[config.mk]
export PLATFORM = sky130hd
export DESIGN_NAME = booth_r8_mult_pipe
export DESIGN_NICKNAME = d
export VERILOG_FILES = /design/src/rtl/booth_pkg.sv /design/src/rtl/booth_r8_pp_gen.sv /design/src/rtl/booth_r8_mult_pipe.sv
export SDC_FILE = /design/constraint.sdc
export NUM_CORES = 1
export LEC_CHECK = 0
export BUFFER_PORTS_ARGS = -buffer_cell sky130_fd_sc_hd__buf_4
export CAP_MARGIN = 20
export CORE_MARGIN = 2
export CORE_UTILIZATION = 28
export CTS_CLUSTER_DIAMETER = 80
export DETAILED_ROUTE_END_ITERATION = 16
export PLACE_DENSITY = 0.53
export SLEW_MARGIN = 10
export SYNTH_ARGS = -nofsm -noshare
export SYNTH_HDL_FRONTEND = slang
export SYNTH_SLANG_ARGS = --single-unit
[constraint.sdc]
create_clock -name clk -period 8.16 [get_ports clk]
set_input_delay 0.408 -clock clk [delete_from_list [all_inputs] [get_ports clk]]
set_output_delay 0.408 -clock clk [all_outputs]
set_load 0.01 [all_outputs]
[src/rtl/booth_pkg.sv]
// rtl/booth_pkg.sv - sizing helpers, signedness modes and radix-8 Booth digit decode
package booth_pkg;

  localparam logic [1:0] SM_UU = 2'b00;
  localparam logic [1:0] SM_US = 2'b01;
  localparam logic [1:0] SM_SU = 2'b10;
  localparam logic [1:0] SM_SS = 2'b11;

  typedef struct packed {
    logic inv;
    logic x4;
    logic x3;
    logic x2;
    logic x1;
    logic zero;
  } booth_sel_t;

  function automatic int num_pps(input int w);
    return (w + 3) / 3;
  endfunction

  function automatic int clog2(input int x);
    int r;
    r = 0;
    for (int i = 0; i < 31; i++)
      if ((1 << i) < x) r = i + 1;
    return r;
  endfunction

  // Number of live items after lvl pairwise-add levels starting from n.
  function automatic int tree_count(input int n, input int lvl);
    return (n + (1 << lvl) - 1) >> lvl;
  endfunction

  // Digit = -4*g[3] + 2*g[2] + g[1] + g[0]; 1111 decodes as plain zero.
  function automatic booth_sel_t booth_decode(input logic [3:0] grp);
    booth_sel_t s;
    s = '0;
    case (grp)
      4'b0001, 4'b0010: s.x1 = 1'b1;
      4'b0011, 4'b0100: s.x2 = 1'b1;
      4'b0101, 4'b0110: s.x3 = 1'b1;
      4'b0111:          s.x4 = 1'b1;
      4'b1000:          begin s.x4 = 1'b1; s.inv = 1'b1; end
      4'b1001, 4'b1010: begin s.x3 = 1'b1; s.inv = 1'b1; end
      4'b1011, 4'b1100: begin s.x2 = 1'b1; s.inv = 1'b1; end
      4'b1101, 4'b1110: begin s.x1 = 1'b1; s.inv = 1'b1; end
      default:          s.zero = 1'b1;
    endcase
    return s;
  endfunction

endpackage

[src/rtl/booth_r8_pp_gen.sv]
// rtl/booth_r8_pp_gen.sv - one Booth group to a shifted, one's-complemented partial product
module booth_r8_pp_gen
  import booth_pkg::*;
#(
  parameter int WIDTH = 16,
  parameter int IDX   = 0
) (
  input  logic [3:0]         grp,
  input  logic [WIDTH+3:0]   a_x1,
  input  logic [WIDTH+3:0]   a_x3,
  output logic [2*WIDTH-1:0] pp,
  output logic               corr
);

  booth_sel_t       sel;
  logic [WIDTH+3:0] mag;
  logic [WIDTH+3:0] mag_inv;

  // Negation is ~mag here plus a +1 at bit 3*IDX carried out on corr.
  always_comb begin
    sel = booth_decode(grp);
    mag = '0;
    if (!sel.zero)
      mag = ({(WIDTH+4){sel.x1}} & a_x1)
          | ({(WIDTH+4){sel.x2}} & {a_x1[WIDTH+2:0], 1'b0})
          | ({(WIDTH+4){sel.x3}} & a_x3)
          | ({(WIDTH+4){sel.x4}} & {a_x1[WIDTH+1:0], 2'b00});
    mag_inv = mag ^ {(WIDTH+4){sel.inv}};
    pp      = (2*WIDTH)'(signed'(mag_inv)) << (3 * IDX);
    corr    = sel.inv;
  end

endmodule

[src/rtl/booth_r8_mult_pipe.sv]
// rtl/booth_r8_mult_pipe.sv - pipelined radix-8 Booth multiplier with valid/ready handshake
// Define BOOTH_R8_SKID_EN for a 2-entry output skid buffer and a registered in_ready.
module booth_r8_mult_pipe
  import booth_pkg::*;
#(
  parameter int WIDTH = 16,
  parameter int TAG_W = 4
) (
  input  logic               clk,
  input  logic               rst_n,
  input  logic               in_valid,
  output logic               in_ready,
  input  logic [WIDTH-1:0]   in_a,
  input  logic [WIDTH-1:0]   in_b,
  input  logic [1:0]         in_sign_mode,
  input  logic [TAG_W-1:0]   in_tag,
  output logic               out_valid,
  input  logic               out_ready,
  output logic [2*WIDTH-1:0] out_product,
  output logic [TAG_W-1:0]   out_tag
);

  localparam int NUM_PPS   = num_pps(WIDTH);
  localparam int ITEMS     = NUM_PPS + 1;
  localparam int TREE_LVLS = clog2(ITEMS);
  localparam int BX        = 3 * NUM_PPS - WIDTH;
  localparam int PW        = 2 * WIDTH;

  logic               en;
  logic [WIDTH+3:0]   a_ext;
  logic [3*NUM_PPS:0] b_ext;

  logic               s1_v;
  logic [WIDTH+3:0]   s1_a;
  logic [WIDTH+3:0]   s1_a3;
  logic [3*NUM_PPS:0] s1_b;
  logic [TAG_W-1:0]   s1_tag;

  logic [PW-1:0]      pp_c [NUM_PPS];
  logic [NUM_PPS-1:0] corr_c;

  // Level 0 is the S2 register; the second dimension is oversized so 2j+1 never leaves range.
  logic [PW-1:0]      tree     [TREE_LVLS+1][2*ITEMS];
  logic [PW-1:0]      tree_nxt [TREE_LVLS+1][2*ITEMS];
  logic [TREE_LVLS:0] t_v;
  logic [TAG_W-1:0]   t_tag [TREE_LVLS+1];

  logic               o_v;
  logic [PW-1:0]      o_p;
  logic [TAG_W-1:0]   o_tag;

  assign a_ext = {{4{in_sign_mode[1] & in_a[WIDTH-1]}}, in_a};
  assign b_ext = {{BX{in_sign_mode[0] & in_b[WIDTH-1]}}, in_b, 1'b0};

  for (genvar i = 0; i < NUM_PPS; i++) begin : g_pp
    booth_r8_pp_gen #(.WIDTH(WIDTH), .IDX(i)) u_pp (
      .grp  (s1_b[3*i +: 4]),
      .a_x1 (s1_a),
      .a_x3 (s1_a3),
      .pp   (pp_c[i]),
      .corr (corr_c[i])
    );
  end

  always_comb begin
    for (int l = 0; l <= TREE_LVLS; l++)
      for (int j = 0; j < 2 * ITEMS; j++)
        tree_nxt[l][j] = '0;
    for (int i = 0; i < NUM_PPS; i++) begin
      tree_nxt[0][i]             = pp_c[i];
      tree_nxt[0][NUM_PPS][3*i]  = corr_c[i];
    end
    for (int l = 1; l <= TREE_LVLS; l++)
      for (int j = 0; j < ITEMS; j++)
        if (2*j + 1 < tree_count(ITEMS, l - 1))
          tree_nxt[l][j] = tree[l-1][2*j] + tree[l-1][2*j+1];
        else if (2*j < tree_count(ITEMS, l - 1))
          tree_nxt[l][j] = tree[l-1][2*j];
  end

  always_ff @(posedge clk or negedge rst_n) begin
    if (!rst_n) begin
      s1_v  <= 1'b0;
      t_v   <= '0;
      o_v   <= 1'b0;
      o_p   <= '0;
      o_tag <= '0;
    end else if (en) begin
      s1_v  <= in_valid;
      t_v   <= {t_v[TREE_LVLS-1:0], s1_v};
      o_v   <= t_v[TREE_LVLS];
      o_p   <= tree[TREE_LVLS][0];
      o_tag <= t_tag[TREE_LVLS];
    end
  end

  always_ff @(posedge clk) begin
    if (en) begin
      s1_a     <= a_ext;
      s1_a3    <= a_ext + {a_ext[WIDTH+2:0], 1'b0};
      s1_b     <= b_ext;
      s1_tag   <= in_tag;
      tree     <= tree_nxt;
      t_tag[0] <= s1_tag;
      for (int l = 1; l <= TREE_LVLS; l++)
        t_tag[l] <= t_tag[l-1];
    end
  end

`ifdef BOOTH_R8_SKID_EN
  logic [1:0]       sk_cnt;
  logic [PW-1:0]    sk_p   [2];
  logic [TAG_W-1:0] sk_tag [2];
  logic             sk_pop;
  logic             sk_direct;
  logic             sk_push;

  // OUT is either consumed straight through (buffer empty) or pushed; the pipe only stops when full.
  assign en        = ~sk_cnt[1];
  assign sk_pop    = out_ready & (sk_cnt != 2'd0);
  assign sk_direct = out_ready & (sk_cnt == 2'd0);
  assign sk_push   = en & o_v & ~sk_direct;

  always_ff @(posedge clk or negedge rst_n) begin
    if (!rst_n) sk_cnt <= 2'd0;
    else        sk_cnt <= sk_cnt - 2'(sk_pop) + 2'(sk_push);
  end

  always_ff @(posedge clk) begin
    if (sk_pop) begin
      sk_p[0]   <= sk_p[1];
      sk_tag[0] <= sk_tag[1];
    end
    if (sk_push) begin
      if (sk_cnt == 2'd0 || sk_pop) begin
        sk_p[0]   <= o_p;
        sk_tag[0] <= o_tag;
      end else begin
        sk_p[1]   <= o_p;
        sk_tag[1] <= o_tag;
      end
    end
  end

  assign out_valid   = (sk_cnt != 2'd0) | o_v;
  assign out_product = (sk_cnt != 2'd0) ? sk_p[0]   : o_p;
  assign out_tag     = (sk_cnt != 2'd0) ? sk_tag[0] : o_tag;
`else
  assign en          = ~(o_v & ~out_ready);
  assign out_valid   = o_v;
  assign out_product = o_p;
  assign out_tag     = o_tag;
`endif

  assign in_ready = en;

endmodule

==> impl_metrics.env, run 1 <==
export IMPL_fillers=8697
export IMPL_yosys_warnings=0
export IMPL_die_w_um=297
export IMPL_synth_flop_cell="edfxtp_1"
export IMPL_placed_area_um2=25700
export IMPL_syn_num_nets=2488
export IMPL_portBuffers=79
export IMPL_grt_pass1_vias=16800
export IMPL_power_frac_seq_pct=34.6
export IMPL_crit_family="buffers and inverters"
export IMPL_peakVddDrop_uv=169
export IMPL_p_sw_share_pct=40.8
export IMPL_yosysMostFrequentCell="edfxtp_1"
export IMPL_finalHoldViolations=0
export IMPL_cp_max_fo=148
export IMPL_hold_class="primary input to flip-flop"
export IMPL_numCtsBuffers=44
export IMPL_dieArea_um2=88300
export IMPL_synth_edff_count=351
export IMPL_fin_worst_skew_ns=0.0176
export IMPL_grt_total_usage_pct=14.4
export IMPL_synth_fa_ha_area_share_pct=6.66
export IMPL_p_comb_share_pct=49.8
export IMPL_syn2layout_area_growth_pct=14.2
export IMPL_yosysTopAreaCell="edfxtp_1"
export IMPL_fin_crit_sh_pct=43.4
export IMPL_switching_power_mw=5.04
export IMPL_hpwlAfterDp_mm=45.6
export IMPL_wl_mm=65.5
export IMPL_layout_nets=2520
export IMPL_p_leak_nw=10.7
export IMPL_start_kind="flip-flop"
export IMPL_critical_path_class="flip-flop to output port"
export IMPL_min_period_ns=3.54
export IMPL_dp_cells=3413
export IMPL_vias_per_cell=5.09
export IMPL_first_pass_iters=6
export IMPL_synth_top_family_by_area="compound AO/OA/AOI/OAI gates"
export IMPL_grt_pass1_wl_mm=100
export IMPL_worstPathArrival_ns=3.13
export IMPL_final_core_util_pct=32.3
export IMPL_p_clk_share_pct=15.6
export IMPL_avgSynthCellArea_um2=10.4
export IMPL_max_cap_violations=0
export IMPL_clk_latency_ns=0.59
export IMPL_htreeDepth=2
export IMPL_pin_count=80
export IMPL_drive_gt1_share_pct=11.3
export IMPL_drcViolationCount=0
export IMPL_post_drt_wl_per_cell_um=18.5
export IMPL_synthMuxAreaShare_pct=3.44
export IMPL_rsz0062_at_grt="false"
export IMPL_synth_area_um2=24100
export IMPL_synth_distinct_cells=90
export IMPL_ys_seq_area_share_pct=48.2
export IMPL_synthArstFlopShare_pct=10.7
export IMPL_finalNonFillerCells=3532
export IMPL_ys_ff_latch=393
export IMPL_grt_ovfl_total=0
export IMPL_cpPeakStageDelay_ns=0.46
export IMPL_synthXorXnorAreaFrac_pct=5.30
export IMPL_clk_path_buf_depth=3
export IMPL_cts_tree="built"
export IMPL_clk_pin_slew_ns=0.06
export IMPL_clkSinkCount=393
export IMPL_status="finished, final reports clean"
export IMPL_multi_input_area_um2=11700
export IMPL_drt_initial_drc_count=1659
export IMPL_die_h_um=297
export IMPL_core_region_area_um2=85100
export IMPL_ff_latch_area_um2=11600
export IMPL_fmax_mhz=283
export IMPL_antenna_cells=0
export IMPL_final_antenna_net_count=0
export IMPL_synth_top_cells_by_count="351 x edfxtp_1, 303 x nand2_1, 195 x a21oi_1, 136 x nor2_1, 132 x o21ai_0"
export IMPL_worst_slew_pin_slew_ns=1.18
export IMPL_grt_max_degree=149
export IMPL_cts_root_buf="clkbuf_16"
export IMPL_gp_congestion=0.843
export IMPL_netlist_area_leader_share_pct=43.8
export IMPL_finalSetupViolations=0
export IMPL_p_int_mw=7.32
export IMPL_slowest_stage="clkinvlp_4"
export IMPL_max_slew_margin_pct=21.2
export IMPL_final_setup_tns_ns=0
export IMPL_vias=18000
export IMPL_final_max_slew_violation_count=0
export IMPL_postCtsSetupBuffers=0
export IMPL_crit_chain="nor2b_4 > buf_4 > clkinvlp_4 > buf_12 > buf_12 > buf_4"
export IMPL_post_route_cell_area_um2=27500
export IMPL_synth_compound_area_share_pct=20.7
export IMPL_antenna_found_initial=2
export IMPL_end_kind="output port"
export IMPL_crit_required_ns=7.75
export IMPL_synth_area_leaders="edfxtp_1 44%, ha_1 6.2%, nand2_1 4.7%, dfrtp_1 4.4%, a21oi_1 4.1%"
export IMPL_netlist_instances=2321
export IMPL_rows=107
export IMPL_path_buf_inv=5
export IMPL_powerDensity_nw_per_um2=450
export IMPL_yosys_area_share_simple_pct=12.4
export IMPL_start_util_pct=28.2
-- flip-flops by register name, summed over array words and instances (netlist names) --
signal,cells
t_tag,16
tree,280
s1_tag,4
s1_a,16
t_v,4
out_tag,4
s1_v,1
s1_b,17
out_product,32
out_valid,1
s1_a3,18
-- cell type report --
type | instances | area share [%]
Inverter | 49 | 0.683
Clock inverter | 19 | 0.642
Clock buffer | 62 | 4.48
Tap cell | 1144 | 5.21
Multi-Input combinational cell | 1727 | 42.6
Timing Repair Buffer | 138 | 4.24
Sequential cell | 393 | 42.2
-- cells by family (layout without fill, tap and decap cells) --
family                   after synthesis  after routing
adder cells (fa/ha/maj)              125            125
multiplexers                          74             74
buffers and inverters                201            268
XOR/XNOR                             142            142
AO/OA/AOI/OAI                        727            727
flip-flops                           393            393
AND/OR/NAND/NOR                      659            659
-- per-layer routing --
metal  GRT usage, %  share of wire (%)
met4           5.06                3.3
met3           2.70                6.8
met5              0                  0
met2           21.4                 43
met1           20.9                 47
-- power by group through the flow --
stage	registers [mW]	clock network [mW]	logic, mW
finish	4.27	1.93	6.16
global placement	4.31	0	5.95
global route	4.36	2.07	6.91
CTS	4.29	1.99	6.13
detailed placement	4.33	0	6.07
floorplan	4.07	0	4.62
-- what timing repair did --
action                                  CTS  global route
hold endpoints to repair                 71             0
hold buffers                             30             0
resized for setup                         0             0
endpoints found under the setup margin    0             0
-- final timing paths --
kind / startpoint / slack, ns / endpoint / cells past startpoint
min reg2reg: tree[1312]$_DFFE_PN_ / 0.42 / tree[864]$_DFFE_PN_ / 0
max reg2reg: out_valid$_DFFE_PN0N_ / 4.78 / tree[1630]$_DFFE_PN_ / 6
min: in_a[3] / 0.03 / s1_a[3]$_DFFE_PN_ / 1
max: out_valid$_DFFE_PN0N_ / 4.62 / in_ready / 6
min in group asynchronous: rst_n / 0.35 / out_product[0]$_DFFE_PN0N_ / 2
max in group asynchronous: rst_n / 7.45 / out_tag[3]$_DFFE_PN0N_ / 2
-- per-stage QoR --
stage	hold WS [ns]	worst slack (ns)	power (mW)
global route	0.0176	4.46	13.3
detailed placement	0.406	4.26	10.4
global placement	0.399	4.40	10.3
floorplan	0.112	1.20	8.69
finish	0.0296	4.62	12.4
CTS	0.000298	4.03	12.4
-- cells in the final DEF, fill, tap and decap left out, types with 28 or more instances in the layout --
cell             n
inv_1           47
clkbuf_16       46
xnor2_1         80
o211a_1         45
dlygate4sd3_1   30
dfrtp_1         42
nand3_1         40
a21oi_1        195
buf_4          104
o21ai_0        132
edfxtp_1       351
a21o_1          41
mux2_2          49
nand2_1        303
nor3_1          28
a22oi_1         56
xor2_1          58
ha_1           120
nor2_1         136
nand2b_1        58
o21bai_1        29
Power figures use the tool's default switching activity.
==> run 2: changes to the inputs <==
- PLACE_DENSITY: 0.53 -> 0.51
- clock period: 8.16 -> 3.35 ns (I/O delays scaled with it)
==> run 2 against run 1 <==
Clock skew up 0.033 ns. Sequential share of layout area down 0.72 points. Wire length down 0.15%. Die area unchanged. Sequential power up 140%. Core utilization up 0.56 points. Global-route usage up 0.062 points. Count of clock-buffer cells in the layout down 9. Largest power group unchanged.
==> impl_metrics.env, run 2 (synthesized netlist as in run 1, its figures left out) <==
export IMPL_clkSinkCount=393
export IMPL_die_w_um=297
export IMPL_p_leak_nw=11.0
export IMPL_path_buf_inv=0
export IMPL_worst_slew_pin_slew_ns=1.15
export IMPL_min_period_ns=2.91
export IMPL_max_slew_margin_pct=23.6
export IMPL_worstPathArrival_ns=3.23
export IMPL_placed_area_um2=26000
export IMPL_grt_ovfl_total=0
export IMPL_p_comb_share_pct=49.5
export IMPL_grt_total_usage_pct=14.5
export IMPL_fin_worst_skew_ns=0.0511
export IMPL_cp_max_fo=4
export IMPL_grt_pass1_wl_mm=102
export IMPL_fin_crit_sh_pct=86.8
export IMPL_pin_count=80
export IMPL_hpwlAfterDp_mm=47.5
export IMPL_peakVddDrop_uv=502
export IMPL_max_cap_violations=0
export IMPL_cts_tree="built"
export IMPL_die_h_um=297
export IMPL_critical_path_class="flip-flop to flip-flop"
export IMPL_dp_slack_ns=0.401
export IMPL_rsz0062_at_grt="false"
export IMPL_grt_pass1_vias=17300
export IMPL_hold_class="primary input to async pin"
export IMPL_clk_path_buf_depth=3
export IMPL_syn2layout_area_growth_pct=16.2
export IMPL_status="finished, final reports clean"
export IMPL_antenna_found_initial=6
export IMPL_most_common_layout_cells="351 x edfxtp_1, 303 x nand2_1, 195 x a21oi_1"
export IMPL_fmax_mhz=344
export IMPL_start_kind="flip-flop"
export IMPL_wirelength_met1_mm=31.3
export IMPL_crit_family="compound AO/OA/AOI/OAI gates"
export IMPL_p_sw_share_pct=40.2
export IMPL_clk_latency_ns=0.60
export IMPL_cpPeakStageDelay_ns=0.47
export IMPL_cts_root_buf="clkbuf_16"
export IMPL_numCtsBuffers=45
export IMPL_slowest_stage="a311oi_1"
export IMPL_grt_max_degree=73
export IMPL_worst_r2r_path_depth=9
export IMPL_final_common_cell="edfxtp_1"
export IMPL_vias_per_cell=5.07
export IMPL_timing_final_ws_setup_ns=0.443
export IMPL_met2_length_mm=28.2
export IMPL_hold_slack_ns=0.114
export IMPL_largest_register="tree"
export IMPL_clk_pin_slew_ns=0.06
export IMPL_final_antenna_net_count=0
export IMPL_finalSetupViolations=0
export IMPL_crit_chain="ha_1 > fa_1 > a211oi_1 > o21ai_1 > a21oi_1 > o21ai_1 > a311oi_1 > mux2i_1 > nand3_1"
export IMPL_htreeDepth=2
export IMPL_power_frac_seq_pct=33.8
export IMPL_layout_nets=2561
export IMPL_switching_power_mw=12.3
export IMPL_end_kind="flip-flop"
export IMPL_cpMostUsedCell="o21ai_1"
export IMPL_vias=18100
export IMPL_drive_gt1_share_pct=12.6
export IMPL_p_clk_share_pct=16.7
export IMPL_first_pass_iters=6
export IMPL_rows=107
export IMPL_r2r_end="tree[1307]$_DFFE_PN_"
export IMPL_start_util_pct=28.2
export IMPL_routed_wl_met3_mm=4.14
export IMPL_post_drt_wl_per_cell_um=18.3
export IMPL_r2r_setup_slack_ns=0.44
export IMPL_gp_congestion=0.861
export IMPL_final_max_slew_violation_count=0
export IMPL_fillers=8604
export IMPL_post_route_cell_area_um2=27900
export IMPL_powerDensity_nw_per_um2=1100
export IMPL_dieArea_um2=88300
export IMPL_portBuffers=79
export IMPL_drt_initial_drc_count=1735
export IMPL_p_int_mw=18.3
export IMPL_drcViolationCount=0
export IMPL_maxUsedRoutingLayer="met5"
export IMPL_crit_required_ns=3.68
export IMPL_worstReg2RegStart="tree[1673]$_DFFE_PN_"
export IMPL_finalHoldViolations=0
export IMPL_largest_reg_flops=280
export IMPL_wl_mm=65.4
export IMPL_core_region_area_um2=85100
## run 2: changes by cell type in the layout (fill, tap and decap cells not counted), sizes merged
cell and delta:
diode +1, clkinvlp +2, clkinv +1, dlygate4sd3 +10, inv +3, bufinv +6, buf +30, clkbuf -9
## run 2: routing by layer
metal	global-route usage [%]	vias up
met4	4.29	4
met3	2.37	109
met5	0	-
met1	21.2	8621
met2	21.8	607
li1	-	8796
## run 2: worst max-delay path by stage
stage / cells past startpoint / start / endpoint / slack [ns]
2_1_floorplan: 4 / out_valid$_DFFE_PN0N_ / s1_a3[10]$_DFFE_PN_ / -3.18
3_3_place_gp: 9 / tree[1673]$_DFFE_PN_ / tree[1307]$_DFFE_PN_ / 0.41
3_5_place_dp: 9 / tree[1673]$_DFFE_PN_ / tree[1307]$_DFFE_PN_ / 0.40
4_1_cts: 9 / tree[1673]$_DFFE_PN_ / tree[1307]$_DFFE_PN_ / 0.43
5_1_grt: 9 / tree[1673]$_DFFE_PN_ / tree[1307]$_DFFE_PN_ / 0.19
6_report: 9 / tree[1673]$_DFFE_PN_ / tree[1307]$_DFFE_PN_ / 0.44
## run 2: power groups by stage
stage          Combinational, mW  Clock, mW  Sequential [mW]
2_1_floorplan               11.3          0             9.91
3_3_place_gp                14.8          0             10.5
3_5_place_dp                15.0          0             10.5
4_1_cts                     15.1       5.29             10.4
5_1_grt                     17.0       5.47             10.6
6_report                    15.2       5.11             10.4
## run 2: layout make-up
| type | count | area [um^2] | area share [%] |
|---|---|---|---|
| multi-input combinational | 1727 | 11700 | 41.8 |
| sequential | 393 | 11600 | 41.5 |
| timing repair buffer | 178 | 1490 | 5.32 |
| tap | 1144 | 1430 | 5.12 |
| clock buffer | 53 | 1160 | 4.14 |
| clock inverter | 31 | 402 | 1.44 |
| inverter | 49 | 188 | 0.672 |
| antenna | 1 | 2.50 | 0.00895 |
## run 2: through the flow
stage                     total power [mW]  setup TNS [ns]  utilization [%]  cells
after floorplan                       21.2        -1116.32                -   2321
after global placement                25.2               0             30.5   3450
after detailed placement              25.5               0             30.5   3450
after CTS                             30.9               0             32.8   3574
after global routing                  33.1               0             32.8   3575
final                                 30.7               0             32.8   3576
## run 2: repair_timing
action,in CTS,in global routing
endpoints found under the setup margin,0,0
resized for setup,0,0
hold buffers,40,0
hold endpoints to repair,85,0
setup buffers,0,0
